### config.mk
export PLATFORM = sky130hd
export DESIGN_NAME = sseg_scan
export DESIGN_NICKNAME = d
export VERILOG_FILES = /design/src/rtl/sseg_scan.sv
export SDC_FILE = /design/constraint.sdc
export NUM_CORES = 1
export LEC_CHECK = 0
export CORE_MARGIN = 2
export CORE_UTILIZATION = 40
export CTS_CLUSTER_SIZE = 25
export DETAILED_ROUTE_END_ITERATION = 10
export PLACE_DENSITY_LB_ADDON = 0.15
export SETUP_SLACK_MARGIN = 0.02
export SLEW_MARGIN = 25
export SYNTH_ARGS = -nofsm -noshare
export SYNTH_HDL_FRONTEND = slang
export SYNTH_SLANG_ARGS = --single-unit
### constraint.sdc
create_clock -name clk -period 4.2 [get_ports clk]
set_clock_uncertainty 0.15 [all_clocks]
set_input_delay 0.84 -clock clk [delete_from_list [all_inputs] [get_ports clk]]
set_output_delay 0.84 -clock clk [all_outputs]
set_load 0.02 [all_outputs]
### src/rtl/sseg_scan.sv
// Six-slot time-multiplexing scan controller for the clock display.
// It adds a blanked guard interval to each slot, per-slot blink and an invalid-BCD guard.
module sseg_scan #(
    parameter int DIGIT_CYCLES = 50000,
    parameter int BLANK_CYCLES = 500,
    parameter int BLINK_FRAMES = 83
) (
    input  logic        clk,
    input  logic        rst,
    input  logic        enable,
    input  logic [29:0] digits_in,
    input  logic [5:0]  blink_mask,
    output logic [4:0]  digit,
    output logic [2:0]  digit_pos,
    output logic        blank,
    output logic        frame_tick
);

    localparam int TW = (DIGIT_CYCLES > 2) ? $clog2(DIGIT_CYCLES) : 1;
    localparam int FW = (BLINK_FRAMES > 1) ? $clog2(BLINK_FRAMES) : 1;

    typedef enum logic [1:0] {
        IDLE  = 2'd0,
        GUARD = 2'd1,
        SHOW  = 2'd2
    } state_t;

    state_t        state_q, state_d;
    logic [TW-1:0] timer_q, timer_d;
    logic [2:0]    pos_q, pos_d;
    logic [29:0]   snap_digits_q, snap_digits_d;
    logic [5:0]    snap_mask_q, snap_mask_d;
    logic [FW-1:0] frame_cnt_q, frame_cnt_d;
    logic          blink_phase_q, blink_phase_d;
    logic [4:0]    digit_q, digit_d;
    logic          blank_q, blank_d;
    logic          frame_tick_q, frame_tick_d;
    logic [4:0]    slot_code;
    logic          bad_bcd;

    always_comb begin
        state_d       = state_q;
        timer_d       = timer_q;
        pos_d         = pos_q;
        snap_digits_d = snap_digits_q;
        snap_mask_d   = snap_mask_q;
        frame_cnt_d   = frame_cnt_q;
        blink_phase_d = blink_phase_q;
        frame_tick_d  = 1'b0;

        if (!enable) begin
            state_d = IDLE;
            timer_d = '0;
            pos_d   = 3'd0;
        end else begin
            case (state_q)
                IDLE: begin
                    state_d       = GUARD;
                    timer_d       = '0;
                    pos_d         = 3'd0;
                    snap_digits_d = digits_in;
                    snap_mask_d   = blink_mask;
                end
                GUARD: begin
                    timer_d = timer_q + 1'b1;
                    if (timer_q == TW'(BLANK_CYCLES - 1)) begin
                        state_d = SHOW;
                    end
                end
                SHOW: begin
                    if (timer_q == TW'(DIGIT_CYCLES - 1)) begin
                        timer_d = '0;
                        state_d = GUARD;
                        if (pos_q == 3'd5) begin
                            // Frame boundary: the only point where new input data is taken.
                            pos_d         = 3'd0;
                            frame_tick_d  = 1'b1;
                            snap_digits_d = digits_in;
                            snap_mask_d   = blink_mask;
                            if (frame_cnt_q == FW'(BLINK_FRAMES - 1)) begin
                                frame_cnt_d   = '0;
                                blink_phase_d = ~blink_phase_q;
                            end else begin
                                frame_cnt_d = frame_cnt_q + 1'b1;
                            end
                        end else begin
                            pos_d = pos_q + 3'd1;
                        end
                    end else begin
                        timer_d = timer_q + 1'b1;
                    end
                end
                default: begin
                    state_d = IDLE;
                    timer_d = '0;
                    pos_d   = 3'd0;
                end
            endcase
        end
    end

    // Outputs are derived from next-state values so the registered pins line up with the state.
    always_comb begin
        slot_code = snap_digits_d[int'(pos_d) * 5 +: 5];
        bad_bcd   = (slot_code[3:0] > 4'd9);
        digit_d   = (state_d == IDLE || bad_bcd) ? 5'd0 : slot_code;
        blank_d   = (state_d != SHOW) || bad_bcd || (blink_phase_d && snap_mask_d[pos_d]);
    end

    always_ff @(posedge clk or posedge rst) begin
        if (rst) begin
            state_q       <= IDLE;
            timer_q       <= '0;
            pos_q         <= 3'd0;
            snap_digits_q <= '0;
            snap_mask_q   <= '0;
            frame_cnt_q   <= '0;
            blink_phase_q <= 1'b0;
            digit_q       <= 5'd0;
            blank_q       <= 1'b1;
            frame_tick_q  <= 1'b0;
        end else begin
            state_q       <= state_d;
            timer_q       <= timer_d;
            pos_q         <= pos_d;
            snap_digits_q <= snap_digits_d;
            snap_mask_q   <= snap_mask_d;
            frame_cnt_q   <= frame_cnt_d;
            blink_phase_q <= blink_phase_d;
            digit_q       <= digit_d;
            blank_q       <= blank_d;
            frame_tick_q  <= frame_tick_d;
        end
    end

    assign digit      = digit_q;
    assign digit_pos  = pos_q;
    assign blank      = blank_q;
    assign frame_tick = frame_tick_q;

endmodule

* Yosys cells after proc, flatten, opt, wreduce, memory -nomap -nowiden
Index checks and enable logic that the tools add are counted.
Storage, ports and cells: register bits after elaboration 72, output and inout port bits 10, logic and storage cells 64, input bits 39
Operators by class: $add $sub $neg 3, equal/unequal tests 7, reductions and logical operators 7, multipliers 1, order comparisons 2, mux-type cells 32, bitwise gates (word level) 1, shift operators 1
Operators with widths (number):
- $mux 30 | 3
- $pmux 30 s2 | 1
- $mux 16 | 2
- $pmux 16 s2 | 1
- $shiftx 30x7->5 | 1
- $mux 6 | 3
- $add 16x1->16 const B | 1
- $eq 16x16->1 const B | 1
- $eq 16x9->1 const B | 1
- $pmux 6 s2 | 1
- $mux 1 | 10
- $mux 3 | 3
- $add 7x1->7 const B | 1
- $eq 7x7->1 const B | 1
- $mux 7 | 1
- $mul 3x3->6 const B | 1
- $mux 2 | 3
- $pmux 2 s3 | 1
- $pmux 3 s2 | 1
- $mux 5 | 1
- $gt 4x4->1 const B | 1
- $logic_not 2->1 | 2
- $lt 3x4->1 const B | 1
- $reduce_and 4->1 | 1
- 9 further kinds | 11

* Longest topological paths before layout
depth after elaboration 10, mapped depth 14, depth with buffers taken out 10

* Least setup slack after synthesis
Ideal clock, no wire load.
path kind register -> register, start reg timer_q[10], end reg blank_q (netlist: blank), slack 850 ps, library setup time 88 ps, data arrival time 3112 ps, buffers on the path 0, data required time 3962 ps, cell stages (with the launch flop) 9, path through dfrtp_1 > or4_4 > or4_1 > mux2_4 > a21oi_4 > mux2_2 > a32oi_2 > a32oi_1 > or3_1
Between the ends: cells in the longest elaborated chain, start to end 9, elaborated cells on any way between the ends 27, classes of those cells 1 x mul; 1 x order compare; 3 x eq/ne; 1 x shift; 18 x mux; 3 x reduce/logical
Ends and longest elaborated chain:
- start: declaration | line 29 | logic [TW-1:0] timer_q, timer_d;
- start signal: assignment | line 124 | timer_q <= timer_d;
- $eq 16x16->1 | line 71 | if (timer_q == TW'(DIGIT_CYCLES - 1)) begin
- $mux 3 | line 71
- $pmux 3 s2 | line 56 | case (state_q)
- $mux 3 | line 51 | if (!enable) begin
- $mul 3x3->6 | line 104 | slot_code = snap_digits_d[int'(pos_d) * 5 +: 5];
- $shiftx 30x7->5 | line 104
- $gt 4x4->1 | line 105 | bad_bcd = (slot_code[3:0] > 4'd9);
- $logic_or 1x1->1 | line 107 | blank_d = (state_d != SHOW) || bad_bcd || (blink_phase_d && snap_mask_d[pos_d]);
- $logic_or 1x1->1 (*) | line 107
- via blank_d | line 36 | logic blank_q, blank_d;
- end signal: assignment | line 131 | blank_q <= blank_d;
- end: declaration | line 36
Mark *: on every way through the listed nets, which the timed path passes. The rest lies on a longest branch. The select of a mux whose other input is x is not followed. A chain may end at the register's enable or synchronous reset.

* Final worst setup path
start reg timer_q[10], end reg blank_q (netlist: blank)
Between the ends: elaborated cells on any way between the ends 27, classes of those cells 1 x mul; 1 x order compare; 3 x eq/ne; 1 x shift; 18 x mux; 3 x reduce/logical
RTL lines:
- $eq 16x16->1 | line 71
- $mux 30 | line 71
- $pmux 30 s2 | line 56
- $mux 30 | line 51
- via snap_digits_d[22] | line 31 | logic [29:0] snap_digits_q, snap_digits_d;
- $shiftx 30x7->5 | line 104
- $gt 4x4->1 | line 105
- $logic_or 1x1->1 (2 in series) | line 107
- via blank_d | line 36
The timed path passes the listed nets, and every way through them passes these cells. The select of a mux whose other input is x is not followed.

==> impl.org <==
** Pwr
- Power comes to 0.00151 W.
- For this design the static power due to leakage is ~1.9 nW.
- Power spread over the standard cell area amounts to roughly 340 nW/um^2.
- VDD IR max :: between 200 and 300 uV

** STA
- Setup repair after global routing missed its margin :: no
- Setup violations remaining at the end of the flow were counted as 0.
- Worst rel slew slack :: 51.6%
- Hold violation count in the final report :: 0
- Fmax achieved :: between 200 and 300 MHz
- Summed over all failing endpoints, the final setup total negative slack is 0 ns.
- Pins Over Slew Limit :: 0
- Of the available clock period, the critical path in the final layout requires 88.8%.
- At the pin with the least slew margin, the transition time is roughly 0.72 ns.
- The worst path in the final design needs a cycle of 3.73 ns, including I/O delays and setup.

** Clock tree
- For the worst-skew pair, the clock arrives at the later sink with an insertion delay of 0.34 ns.
- Total clock sinks :: 72
- In this run the deepest clock path goes through 2 buffers.
- In this run the post-CTS setup repair buffer count came out at 0.
- Clock-pin slew was measured on the worst setup and hold paths at 0.08 ns.
- The root buffer cell chosen for the clock tree is clkbuf_8.
- Clock tree synthesis inserted a total of 9 buffers.
- Gates resized, CTS repair :: 0
- For this design, the CTS-stage hold fixing added 0 buffers.
- TritonCTS built the clock tree.
- H-tree depth :: 3

** Critical path
- Along the worst path, the maximum fanout reaches 12.
- Critical path endpoint category :: register
- The critical path goes through or4_4 > or4_1 > o21a_1 > buf_4 > a22o_1 > o311ai_1 > a32oi_1 > or3_1.
- STA classifies the critical path startpoint as a register.
- The setup path with the least slack is of type register to register.
- On the worst path, the slowest cell contributes a delay of 0.64 ns.
- For the worst setup path, the data required time is 4.32 ns.
- The slowest stage of the critical path is the or4_1 cell.
- Arrival time reported for the critical path endpoint :: approximately 3.9 ns

** Global routing
- The number of antenna violations at the first check in global routing is 0.
- After global routing the overflow that remains totals 0.
- Aggregate global-route resource usage :: 17.6%
- Entering global routing, the biggest net connects 46 pins.
- The number of global-route vias before repair came to about 2,700.
- First-pass GRT wire length :: roughly 14 mm

** Cells and area
- Share of cells above drive strength 1 :: 10.2%
- Most common library cell in the layout ignoring fill and taps :: dfrtp_1
- The count of cells in the finished layout, fillers not included, comes to 519.
- Commonest cells after routing, fill and taps aside :: dfrtp_1 (71), clkdlybuf4s50_1 (48), nor2_1 (42)
- Compared with the post-synthesis result, the final layout area differs by 22.7%.
- At the end of the flow, the number of nets in the layout was ~450.
- Post-route standard cell area excluding fillers :: 4440 um^2
- Count of antenna diodes in the layout :: 0

** Synthesis
- The synthesized design contains 0 enable-type register cells.
- Top_reg_cell synth :: dfrtp_1
- Of all cell types, the one taking the most synthesized area is dfrtp_1.
- Share of synthesized registers carrying an async set or reset :: 100%
- Counting distinct cell types in the post-synthesis netlist gives 58.
- When the netlist entered floorplanning its net count stood at 401.
- Mapped cell area :: between 3000 and 4000 um^2
- Number of synthesized register bits :: a little over 70
- During synthesis, Yosys emitted a total of 0 warnings.
- Sorting the synthesized cells by area gives the leading types as dfrtp_1 (49%), a22o_1 (4.4%), nor2_1 (4.4%), nand2_1 (2.8%), xor2_1 (2.7%).
- Average footprint of a synthesized cell :: 10.2 um^2
- Post-Synthesis Cells :: 355
- Fraction of synthesized cell area taken by the top area cell type :: between 40 and 50%
- Sequential area share after synthesis :: 49.9%

** Routing
- Ratio of routed vias to standard cells :: approximately 5.3
- DRC violations left :: 0
- Wires add up to 8.17 mm.
- In the final routed layout, each cell accounts on average for 15.7 um.
- Iteration-0 DRC count of the detailed router :: 133
- Summing over every cut layer, the via total after detailed routing is approximately 2,800.
- In this run the remaining antenna-violating nets after routing total 0.
- The first detailed-routing pass took 4 iterations.

** Min path
- Path type of the worst min-delay path :: register to register

** Place
- The placed instances occupy a cell area of 4240 um^2.
- The wire-length estimate of the detail-placed layout is 5.80 mm.
- Total instance count after detailed placement :: a little over 500
- Routability-driven placement finished with a final weighted congestion of about 0.86.
- Buffers added on ports :: 48

** Floorplan
- between 40 and 50 I/O pins were placed.
- Die span in y :: slightly below 100 um
- The die covers 9820 um^2.
- Core area :: 8760 um^2
- The floorplan has 34 rows.
- Overall die width :: 99.1 um
- Initial Utilization :: 41.3%

** Flow run
- Max-cap violations :: 0

** Status
- The run finished with clean final reports.
## cells in the mapped netlist, types with 9 or more instances
cell type and count:
a22o_1 18, inv_1 17, o21ai_0 10, a21oi_1 13
a22oi_1 10, nand3_1 10, nor2_1 42, xor2_1 11
nand2_1 27, dfrtp_1 71, and3_1 9
## cell type report
type	instances	area [um^2]
Clock inverter	4	26.3
Multi-Input combinational cell	249	1670
Tap cell	108	135
Fill cell	817	4330
Clock buffer	12	165
Sequential cell	72	1800
Timing Repair Buffer	57	573
Inverter	17	63.8
## power breakdown
group          total [W]  switching, W  internal (W)
sequential      0.000766     0.0000182      0.000748
combinational   0.000222      0.000113      0.000109
clock           0.000524      0.000261      0.000263
total            0.00151      0.000392       0.00112
## critical path: cells and delay by family (launching register included)
family | cells | cell delay, ns
simple gates | 3 | 1.61
compound gates | 4 | 1.20
flops | 1 | 0.43
buf+inv | 1 | 0.25
## kinds of logic (layout without fill, tap and decap cells)
logic type	Yosys count	in the layout	synth area share (%)
AND/OR/NAND/NOR	124	124	17.3
XOR/XNOR	19	19	4.60
adder cells (fa/ha/maj)	7	7	2.42
buffers and inverters	34	90	4.08
flip-flops	72	72	49.9
multiplexers	15	15	4.57
AO/OA/AOI/OAI	84	84	17.2
## sequential cells by signal, summed over array words and instances, names as in the netlist
name           flops
blank              1
blink_phase_q      1
digit              5
digit_pos          3
frame_cnt_q        7
frame_tick         1
snap_digits_q     30
snap_mask_q        6
state_q            2
timer_q           16
## final timing paths
path                              startpoint           endpoint  slack (ns)  cells after the start
max                              timer_q[10]              blank        0.47                      8
min                        snap_digits_q[15]  snap_digits_q[15]        0.34                      2
max reg2reg                      timer_q[10]              blank        0.47                      8
min reg2reg                snap_digits_q[15]  snap_digits_q[15]        0.34                      2
max in group asynchronous                rst              blank        2.46                      3
min in group asynchronous                rst         timer_q[4]        0.73                      2
## metal layers
layer	vias up	wire (um)	part of all wire, %	track usage, %
met4	0	125	1.5	5.69
met1	1329	4110	50	25.5
li1	1370	-	-	-
met3	10	280	3.4	3.76
met5	-	0	0	0
met2	45	3650	45	26.4
## per-stage QoR
stage / hold WS, ns / util [%] / setup WS [ns]
after global routing: 0.350 / 50.6 / 0.271
final: 0.340 / 50.6 / 0.472
after CTS: 0.334 / 50.6 / 0.469
after global placement: 0.313 / 48.4 / 0.567
after floorplan: 0.296 / - / 0.850
after detailed placement: 0.316 / 48.4 / 0.488
Note: power is estimated with default switching activity, not from simulation.
